`config.mk`:
```
export PLATFORM = sky130hd
export DESIGN_NAME = mul_hilo_ctrl_flat
export DESIGN_NICKNAME = d
export VERILOG_FILES = /design/src/rtl/mul_hilo_ctrl_pkg.sv /design/src/rtl/mul_hilo_ctrl_if.sv /design/src/rtl/mul_hilo_ctrl_fix_acc.sv /design/src/rtl/mul_hilo_ctrl.sv /design/src/flat_wrapper.sv
export SDC_FILE = /design/constraint.sdc
export NUM_CORES = 1
export LEC_CHECK = 0
export CORE_MARGIN = 5
export CORE_UTILIZATION = 45
export DETAILED_ROUTE_END_ITERATION = 12
export PLACE_DENSITY = 0.83
export SLEW_MARGIN = 20
export SYNTH_ARGS = -nofsm -noshare
export SYNTH_HDL_FRONTEND = slang
export SYNTH_HIERARCHICAL = 1
export SYNTH_SLANG_ARGS = --single-unit
export TNS_END_PERCENT = 5
```
`constraint.sdc`:
```
create_clock -name clk -period 8.1 [get_ports clk]
set_input_delay 2.025 -clock clk [delete_from_list [all_inputs] [get_ports clk]]
set_output_delay 2.025 -clock clk [all_outputs]
set_load 0.05 [all_outputs]
```
`src/rtl/mul_hilo_ctrl_pkg.sv`:
```
// Shared encodings for the HI/LO multiply controller: op codes, FSM states and
// helpers that classify an op as signed/unsigned and plain/accumulate/subtract.
package mul_hilo_ctrl_pkg;

  localparam int unsigned XLEN   = 32;
  localparam int unsigned HILO_W = 64;
  localparam int unsigned MRES_W = 66;

  // Last value of cnt in MUL/DRAIN: the array is valid for cnt = 0, 1, 2.
  localparam logic [1:0] CNT_LAST = 2'd2;

  typedef enum logic [2:0] {
    OP_MULT  = 3'd0,
    OP_MULTU = 3'd1,
    OP_MADD  = 3'd2,
    OP_MADDU = 3'd3,
    OP_MSUB  = 3'd4,
    OP_MSUBU = 3'd5
  } op_e;

  typedef enum logic [2:0] {
    ST_IDLE  = 3'd0,
    ST_MUL   = 3'd1,
    ST_CORR  = 3'd2,
    ST_WB    = 3'd3,
    ST_DRAIN = 3'd4
  } state_e;

  typedef enum logic [1:0] {
    ACC_NONE = 2'd0,
    ACC_ADD  = 2'd1,
    ACC_SUB  = 2'd2
  } acc_e;

  function automatic logic op_is_unsigned(input op_e op);
    return (op == OP_MULTU) || (op == OP_MADDU) || (op == OP_MSUBU);
  endfunction

  function automatic acc_e op_acc(input op_e op);
    acc_e acc;
    case (op)
      OP_MADD, OP_MADDU: acc = ACC_ADD;
      OP_MSUB, OP_MSUBU: acc = ACC_SUB;
      default:           acc = ACC_NONE;
    endcase
    return acc;
  endfunction

endpackage

```
`src/rtl/mul_hilo_ctrl_if.sv`:
```
// EX-stage / multiplier-array bundle seen by the HI/LO multiply controller.
// slave is the controller's view; master is the EX stage / array side.
interface mul_hilo_ctrl_if;
  import mul_hilo_ctrl_pkg::*;

  logic              req_valid;
  logic [2:0]        req_op;
  logic [XLEN-1:0]   src_a;
  logic [XLEN-1:0]   src_b;
  logic              flush;
  logic [HILO_W-1:0] hilo_rdata;
  logic              stall_req;
  logic              mul_valid;
  logic [XLEN-1:0]   mul_a;
  logic [XLEN-1:0]   mul_b;
  logic [MRES_W-1:0] mul_result;
  logic              hilo_we;
  logic [HILO_W-1:0] hilo_wdata;
  logic              done;

  modport slave (
    input  req_valid, req_op, src_a, src_b, flush, hilo_rdata, mul_result,
    output stall_req, mul_valid, mul_a, mul_b, hilo_we, hilo_wdata, done
  );

  modport master (
    output req_valid, req_op, src_a, src_b, flush, hilo_rdata, mul_result,
    input  stall_req, mul_valid, mul_a, mul_b, hilo_we, hilo_wdata, done
  );

endinterface

```
`src/rtl/mul_hilo_ctrl_fix_acc.sv`:
```
// Combinational datapath of the multiply controller: turns the signed array
// product into the unsigned one when needed, and forms the HI/LO write value.
module mul_fix_acc
  import mul_hilo_ctrl_pkg::*;
(
  input  op_e               i_op,
  input  logic [XLEN-1:0]   i_a,
  input  logic [XLEN-1:0]   i_b,
  input  logic [HILO_W-1:0] i_prod,
  input  logic [HILO_W-1:0] i_p,
  input  logic [HILO_W-1:0] i_hilo,
  output logic [HILO_W-1:0] o_p_fix,
  output logic [HILO_W-1:0] o_wdata
);

  logic [XLEN-1:0] w_corr;
  logic [XLEN-1:0] w_hi_fix;

  // The array multiplies as signed; an operand with bit 31 set was read as
  // x - 2^32, so adding the other operand into HI restores x * y mod 2^64.
  assign w_corr   = (i_a[XLEN-1] ? i_b : '0) + (i_b[XLEN-1] ? i_a : '0);
  assign w_hi_fix = i_prod[HILO_W-1:XLEN] + w_corr;

  assign o_p_fix = op_is_unsigned(i_op) ? {w_hi_fix, i_prod[XLEN-1:0]} : i_prod;

  // NOTE: every always_comb output gets a value on every path (here via the
  // default arm) so no latch is inferred.
  always_comb begin
    case (op_acc(i_op))
      ACC_ADD: o_wdata = i_hilo + i_p;
      ACC_SUB: o_wdata = i_hilo - i_p;
      default: o_wdata = i_p;
    endcase
  end

endmodule

```
`src/rtl/mul_hilo_ctrl.sv`:
```
// EX-stage controller for the multi-cycle multiplier array: accepts multiply
// class ops, holds operands, stalls the pipe, and emits one HI/LO write.
module mul_hilo_ctrl
  import mul_hilo_ctrl_pkg::*;
(
  input  logic           clk,
  input  logic           reset,
  mul_hilo_ctrl_if.slave bus
);

  state_e            r_state;
  state_e            w_state_nxt;
  logic [1:0]        r_cnt;
  logic [1:0]        w_cnt_nxt;
  op_e               r_op;
  logic [XLEN-1:0]   r_mul_a;
  logic [XLEN-1:0]   r_mul_b;
  logic [HILO_W-1:0] r_p;

  logic              w_req_go;
  logic              w_accept;
  logic              w_p_load;
  logic              w_stall;
  logic              w_mul_valid;
  logic              w_hilo_we;
  logic [HILO_W-1:0] w_p_fix;
  logic [HILO_W-1:0] w_wdata;
  logic              w_unused_res_hi;

  assign w_req_go = bus.req_valid & ~bus.flush;

  // NOTE: sequential state uses non-blocking assignments only, so every
  // register samples the values from before the edge.
  always_ff @(posedge clk) begin
    if (reset) begin
      r_state <= ST_IDLE;
      r_cnt   <= '0;
    end else begin
      r_state <= w_state_nxt;
      r_cnt   <= w_cnt_nxt;
    end
  end

  always_comb begin
    w_state_nxt = r_state;
    w_cnt_nxt   = r_cnt;
    w_accept    = 1'b0;
    w_p_load    = 1'b0;
    w_stall     = 1'b0;
    w_mul_valid = 1'b0;
    w_hilo_we   = 1'b0;

    case (r_state)
      ST_IDLE: begin
        w_stall = w_req_go;
        if (w_req_go) begin
          w_accept    = 1'b1;
          w_cnt_nxt   = '0;
          w_state_nxt = ST_MUL;
        end
      end

      ST_MUL: begin
        w_stall     = 1'b1;
        w_mul_valid = 1'b1;
        w_cnt_nxt   = r_cnt + 2'd1;
        if (r_cnt == CNT_LAST) begin
          // The array has finished its a->b->c walk, so a flush here needs no drain.
          w_cnt_nxt   = '0;
          w_state_nxt = bus.flush ? ST_IDLE : ST_CORR;
        end else if (bus.flush) begin
          w_state_nxt = ST_DRAIN;
        end
      end

      ST_DRAIN: begin
        w_stall     = bus.req_valid;
        w_mul_valid = 1'b1;
        w_cnt_nxt   = r_cnt + 2'd1;
        if (r_cnt == CNT_LAST) begin
          w_cnt_nxt   = '0;
          w_state_nxt = ST_IDLE;
        end
      end

      ST_CORR: begin
        w_stall = 1'b1;
        if (bus.flush) begin
          w_state_nxt = ST_IDLE;
        end else begin
          w_p_load    = 1'b1;
          w_state_nxt = ST_WB;
        end
      end

      ST_WB: begin
        w_hilo_we   = ~bus.flush;
        w_state_nxt = ST_IDLE;
      end

      default: begin
        w_cnt_nxt   = '0;
        w_state_nxt = ST_IDLE;
      end
    endcase
  end

  // Operands only load on acceptance; the array re-reads mul_b in its second
  // cycle and CORR still needs both for the unsigned fix-up.
  always_ff @(posedge clk) begin
    if (reset) begin
      r_op    <= OP_MULT;
      r_mul_a <= '0;
      r_mul_b <= '0;
      r_p     <= '0;
    end else begin
      if (w_accept) begin
        r_op    <= op_e'(bus.req_op);
        r_mul_a <= bus.src_a;
        r_mul_b <= bus.src_b;
      end
      if (w_p_load) begin
        r_p <= w_p_fix;
      end
    end
  end

  mul_fix_acc u_fix_acc (
    .i_op    (r_op),
    .i_a     (r_mul_a),
    .i_b     (r_mul_b),
    .i_prod  (bus.mul_result[HILO_W-1:0]),
    .i_p     (r_p),
    .i_hilo  (bus.hilo_rdata),
    .o_p_fix (w_p_fix),
    .o_wdata (w_wdata)
  );

  // The two guard bits of the array result carry nothing once truncated mod 2^64.
  assign w_unused_res_hi = ^bus.mul_result[MRES_W-1:HILO_W];

  assign bus.stall_req  = w_stall;
  assign bus.mul_valid  = w_mul_valid;
  assign bus.mul_a      = r_mul_a;
  assign bus.mul_b      = r_mul_b;
  assign bus.hilo_we    = w_hilo_we;
  assign bus.done       = w_hilo_we;
  assign bus.hilo_wdata = w_hilo_we ? w_wdata : '0;

endmodule
```
`src/flat_wrapper.sv`:
```
// flat-port wrapper written by rule: the top's interface ports become plain ports
module mul_hilo_ctrl_flat import mul_hilo_ctrl_pkg::*;
  (clk, reset, bus_req_valid, bus_req_op, bus_src_a, bus_src_b, bus_flush, bus_hilo_rdata, bus_mul_result, bus_stall_req, bus_mul_valid, bus_mul_a, bus_mul_b, bus_hilo_we, bus_hilo_wdata, bus_done);
  mul_hilo_ctrl_if bus_i ();
  input  logic clk;
  input  logic reset;
  input wire logic [$bits(bus_i.req_valid)-1:0] bus_req_valid;
  input wire logic [$bits(bus_i.req_op)-1:0] bus_req_op;
  input wire logic [$bits(bus_i.src_a)-1:0] bus_src_a;
  input wire logic [$bits(bus_i.src_b)-1:0] bus_src_b;
  input wire logic [$bits(bus_i.flush)-1:0] bus_flush;
  input wire logic [$bits(bus_i.hilo_rdata)-1:0] bus_hilo_rdata;
  input wire logic [$bits(bus_i.mul_result)-1:0] bus_mul_result;
  output wire logic [$bits(bus_i.stall_req)-1:0] bus_stall_req;
  output wire logic [$bits(bus_i.mul_valid)-1:0] bus_mul_valid;
  output wire logic [$bits(bus_i.mul_a)-1:0] bus_mul_a;
  output wire logic [$bits(bus_i.mul_b)-1:0] bus_mul_b;
  output wire logic [$bits(bus_i.hilo_we)-1:0] bus_hilo_we;
  output wire logic [$bits(bus_i.hilo_wdata)-1:0] bus_hilo_wdata;
  output wire logic [$bits(bus_i.done)-1:0] bus_done;
  assign bus_i.req_valid = bus_req_valid;
  assign bus_i.req_op = bus_req_op;
  assign bus_i.src_a = bus_src_a;
  assign bus_i.src_b = bus_src_b;
  assign bus_i.flush = bus_flush;
  assign bus_i.hilo_rdata = bus_hilo_rdata;
  assign bus_i.mul_result = bus_mul_result;
  assign bus_stall_req = bus_i.stall_req;
  assign bus_mul_valid = bus_i.mul_valid;
  assign bus_mul_a = bus_i.mul_a;
  assign bus_mul_b = bus_i.mul_b;
  assign bus_hilo_we = bus_i.hilo_we;
  assign bus_hilo_wdata = bus_i.hilo_wdata;
  assign bus_done = bus_i.done;
  mul_hilo_ctrl u_core (.clk(clk), .reset(reset), .bus(bus_i));
endmodule
```
# --- After elaboration in Yosys (flattened, before gate mapping) ---
# Cells that the tools add are included.
op_classes:
  n_eq_ne: 15
  n_addsub: 5
  reduce_logical: 10
  n_bitwise: 3
  muxes: 23
op_table:
  columns: ["cell", "n"]
  rows:
  - ["2-to-1 mux 64 bit", 2]
  - ["one-hot mux 64 bit (2 select lines)", 1]
  - ["adder 32 bit", 2]
  - ["adder 64 bit", 1]
  - ["2-to-1 mux 32 bit", 2]
  - ["subtractor 64 bit", 1]
  - ["== test 3 x 2 -> 1 bit, second input constant", 4]
  - ["2-to-1 mux 3 bit", 4]
  - ["one-hot mux 3 bit (4 select lines)", 1]
  - ["OR reduction 2 bit", 5]
  - ["== test 3 bit, second input constant", 3]
  - ["2-to-1 mux 2 bit", 4]
  - ["== test 3 x 1 -> 1 bit, second input constant", 2]
  - ["2-to-1 mux 1 bit", 6]
  - ["one-hot mux 2 bit (3 select lines)", 1]
  - ["== test 2 bit, second input constant", 2]
  - ["inequality test 2 x 1 -> 1 bit, second input constant", 2]
  - ["one-hot mux 2 bit (2 select lines)", 1]
  - ["zero test 3 bit", 1]
  - ["inequality test 3 x 2 -> 1 bit, second input constant", 1]
  - ["one-hot mux 1 bit (3 select lines)", 1]
  - ["AND reduction 3 bit", 1]
  - ["adder 2 x 1 -> 2 bit, second input constant", 1]
  - ["== test 2 x 1 -> 1 bit, second input constant", 1]
  - ["other kinds (4)", 6]
totals:
  ff_bits: 136

# --- Logic depth before layout (Yosys ltp) ---
logic_depth:
  ltp_word: 6
  ltp_mapped: 24
  mapped_depth_nobuf: 22

# --- Hierarchy ---
# The synthesis kept the hierarchy.
modules_own_cells:
  columns: ["module", "instances", "area_per_inst_um2", "cells_each"]
  rows:
  - ["mul_fix_acc", 1, 8857.2, 1322]
  - ["mul_hilo_ctrl", 1, 5979.5, 676]

# --- Worst setup path before layout ---
# OpenSTA, ideal clock, no wires.
synth_timing:
  kind: "register -> output"
  from: "register u_core.r_p[5]"
  to: "output port bus_hilo_wdata[62]"
  stages_incl_launch_ff: 23
  setup_slack_ps: 930
  path_buffers: 2
  t_arrival_ps: 5145
  path_cell_list: "dfxtp_1 or4_1 nor3_1 and2_1 and2_1 clkbuf_1 nand3_1 nor3_1 nor2_1 xnor2_1 ha_1 clkbuf_1 nand3_1 or3_1 o32ai_1 o21ai_0 a21oi_1 o21ai_1 o31ai_2 a31oi_1 or4b_2 nand3_1 and2_1"
synth_between:
  elab_chain_len: 3
  word_cells_on_any_way: 4
  classes_between: "add/sub (2); mux (2)"
synth_rtl:
  columns: ["element", "line", "source"]
  rows:
  - ["from (decl)", "mul_hilo_ctrl.sv:18", "logic [HILO_W-1:0] r_p;"]
  - ["from (signal assigned)", "mul_hilo_ctrl.sv:123", "r_p <= w_p_fix;"]
  - ["subtractor 64 bit or adder 64 bit (tied branches)", "mul_hilo_ctrl_fix_acc.sv:31, mul_hilo_ctrl_fix_acc.sv:30", null]
  - ["one-hot mux 64 bit (2 select lines) (*)", "mul_hilo_ctrl_fix_acc.sv:29", "case (op_acc(i_op))"]
  - ["via u_core.w_wdata[62]", "mul_hilo_ctrl.sv:27", "logic [HILO_W-1:0] w_wdata;"]
  - ["2-to-1 mux 64 bit (*)", "mul_hilo_ctrl.sv:148", "assign bus.hilo_wdata = w_hilo_we ? w_wdata : '0;"]
  - ["to (decl)", "flat_wrapper.sv:19", "output wire logic [$bits(bus_i.hilo_wdata)-1:0] bus_hilo_wdata;"]
# Mark *: on every way through the listed nets, which the timed path passes. The rest lies on a longest branch.

# --- Final worst setup path ---
layout_timing:
  from: "input port bus_hilo_rdata[1]"
  to: "output port bus_hilo_wdata[53]"
layout_between:
  elab_chain_len: 3
  word_cells_on_any_way: 4
  classes_between: "add/sub (2); mux (2)"
layout_rtl:
  columns: ["element", "line", "source"]
  rows:
  - ["from (decl)", "flat_wrapper.sv:12", "input wire logic [$bits(bus_i.hilo_rdata)-1:0] bus_hilo_rdata;"]
  - ["subtractor 64 bit or adder 64 bit (tied branches)", "mul_hilo_ctrl_fix_acc.sv:31, mul_hilo_ctrl_fix_acc.sv:30", null]
  - ["one-hot mux 64 bit (2 select lines) (*)", "mul_hilo_ctrl_fix_acc.sv:29", null]
  - ["via u_core.w_wdata[53]", "mul_hilo_ctrl.sv:27", null]
  - ["2-to-1 mux 64 bit (*)", "mul_hilo_ctrl.sv:148", null]
# Marks and branches as above.

==> qor.yml <==
status: "finished, final reports clean"
p_leak_nw: 7.36
p_per_area_nw_per_um2: 114
synth_compound_area_frac: 0.209
path_cells: "clkdlybuf4s50_1 > ha_1 > nor2b_1 > o31ai_1 > buf_4 > a2111oi_2 > buf_4 > o21a_1 > o211ai_1 > a2111oi_2 > buf_4 > o31a_1 > a21oi_1 > xor2_1 > o21ai_0 > and2_1 > buf_12"
fin_setup_tns_ns: 0
place_congestion: 0.945
finalHoldViolCount: 0
grt_pass1_vias: 14626
synth-async-reset-ratio: 0
worstPathMaxFanout: 4
critical-path-slowest-cell: "clkdlybuf4s50_1"
maxSlewHeadroom: 0.271
cts_max_level: 4
wl_per_cell_um: 18.0
drive_gt1_frac: 0.0695
vias: 15045
synth_ff_type: "dfxtp_1"
synth_cells: 1998
die_y_um: 192
drt-total-wl_mm: 48.7
synth_area_leaders: "dfxtp_1 18%, ha_1 8.0%, nand2_1 7.2%"
syn_to_final_growth_pct: 28.3
overflow: 0
synth-edff-count: 0
grt_pass1_wl_mm: 75.8
synth_top_cell_by_area: "dfxtp_1"
synthAdderAreaFrac: 0.125
critical_path_required_ns: 6.08
synth-seq-cells: 136
slowest_delay_ns: 0.48
utilization: 0.585
netlist_area_um2: 14800
start_kind: "primary input"
timing.final.crit_period_ns: 8.02
drtIter0Drc: 992
cp.arrival_ns: 5.99
clk_path_buf_depth: 2
path_buf_inv: 5
synth.avg_cell_area_um2: 7.43
worst_pin_slew_ns: 1.09
via_per_inst: 5.57
ir_worst_vdd_mv: 0.148
slew_viol_final: 0
antenna_found_initial: 2
die_area_um2: 36700
synth_top_area_share: 0.184
critPathMostFrequentCell: "buf_4"
coreArea_um2: 32500
initial_core_util: 0.456
numCtsBuffers: 17
die_x_um: 192
drc: 0
postRouteAntennaNets: 0
cts_sinks: 136
clock_latency_ns: 0.44
fp-row-count: 66
clock-skew-final_ns: 0.00854
synth-simple-area-share: 0.278
ys_types: 80
path_clk_slew_ns: 0.06
synth_warnings: 6
track_usage: 0.255
regToRegSetupSlack_ns: 3.07
nets: 2577
ys_seq_area_frac: 0.184
first_pass_iters: 6
max_freq_ghz: 0.125
io_buffers: 330
synth_mux_area_frac: 0.0538
drv_cap: 0
grt_max_degree: 110
layout_setup_ws_ns: 0.0809
cts-root-buf: "clkbuf_16"
n_fill_cell: 2992
synth-xor-area-share: 0.0855
critPathKind: "in2out"
multi_input_area_um2: 11200
p_total_mw: 2.17
post-dp-hpwl_mm: 38.1
holdBufCountCts: 0
cpLargestDelayFamily: "compound AO/OA/AOI/OAI gates"
finalSetupViolCount: 0
ioPinCount: 333
rsz0062_at_grt: "yes"
hp-class: "reg2reg"
layout.area.seq_um2: 2720
end_kind: "output port"
pre_cts_ws_ns: -0.0158
cts_tree: "yes"
synthesis.nets: 2327
min_period_over_period: 0.990
synth_top_family_by_area: "simple AND/OR/NAND/NOR gates"
[cells by family after synthesis]
| logic type | Yosys count |
|---|---|
| fa+ha+maj | 128 |
| simple gates | 804 |
| compound gates | 517 |
| buf+inv | 190 |
| mux | 79 |
| xor+xnor | 144 |
| flops | 136 |
[worst paths after layout]
| check | from | endpoint | depth (start not counted) |
|---|---|---|---|
| min reg2reg | u_core/bus.mul_a[25]$_SDFFE_PP0P_ | u_core/bus.mul_a[25]$_SDFFE_PP0P_ | 2 |
| max | bus_hilo_rdata[1] | bus_hilo_wdata[53] | 17 |
| max reg2reg | u_core/bus.mul_b[31]$_SDFFE_PP0P_ | u_core/r_p[60]$_SDFFE_PP0P_ | 15 |
| min | u_core/bus.mul_a[25]$_SDFFE_PP0P_ | u_core/bus.mul_a[25]$_SDFFE_PP0P_ | 2 |
[Yosys cell counts, drive strengths merged, types with 46 or more instances]
cell	n
a21oi	207
and2	130
buf	61
clkbuf	83
dfxtp	136
ha	95
inv	46
mux2i	73
nand2	286
nand2b	151
nor2	95
o21ai	129
xnor2	108
[flip-flops by register name, summed over array words and instances, names as in the netlist]
register / flops
u_core/bus.mul_a: 32
u_core/r_state: 3
u_core/r_op: 3
u_core/bus.mul_b: 32
u_core/r_cnt: 2
u_core/r_p: 64
[metrics by stage]
| stage | area [µm²] | hold WS, ns | cells |
|---|---|---|---|
| final | 19000 | 0.485 | 2703 |
| after global routing | 19000 | 0.506 | 2702 |
| after CTS | 19000 | 0.488 | 2701 |
| after detailed placement | 18400 | 0.477 | 2670 |
| after global placement | 18400 | 0.464 | 2670 |
| after floorplan | 14800 | 0.448 | 1998 |
[where the power goes]
group,switching (mW),internal (mW),leakage (nW),total [mW]
combinational,0.349,0.288,5.97,0.636
clock,0.328,0.501,0.286,0.828
sequential,0.0209,0.688,1.10,0.709
total,0.697,1.48,7.36,2.17
[per-layer routing]
layer / routed length [µm] / vias up / global-route usage
met5: 13 / - / 0
met4: 1240 / 2 / 0.0702
met3: 3710 / 81 / 0.0558
met2: 23100 / 609 / 0.441
met1: 20700 / 6983 / 0.321
li1: - / 7370 / -
[tightest hold or removal path, delay by kind of cell, from the launching register on]
family           cells  cell delay (ns)
muxes                1             0.05
and+or+nand+nor      1             0.06
DFF                  1             0.32
[cell type report]
class	instances	area share
clock buffers	21	0.0242
repair buffers	375	0.198
clock inverters	10	0.00756
multi-input cells	1672	0.589
inverters	46	0.00907
diodes	1	0.000131
well taps	442	0.0290
flip-flops and latches	136	0.143
[cell usage in the layout (no fill, tap or decap), drive strengths merged, types with 48 or more instances in the layout]
master	Yosys	routed
nand2	286	286
nand2b	151	151
clkdlybuf4s50	0	290
ha	95	95
inv	46	48
and2	130	130
dfxtp	136	136
nor2	95	95
xnor2	108	108
o21ai	129	129
a21oi	207	207
buf	61	85
mux2i	73	73
[what timing repair did]
item / 4_1_cts / 5_1_grt
cloned: 0 / 0
pin swaps: 0 / 2
resized for setup: 1 / 14
endpoints found under the setup margin: 1 / 10
buffers inserted: 0 / 1
Power figures use the tool's default switching activity.
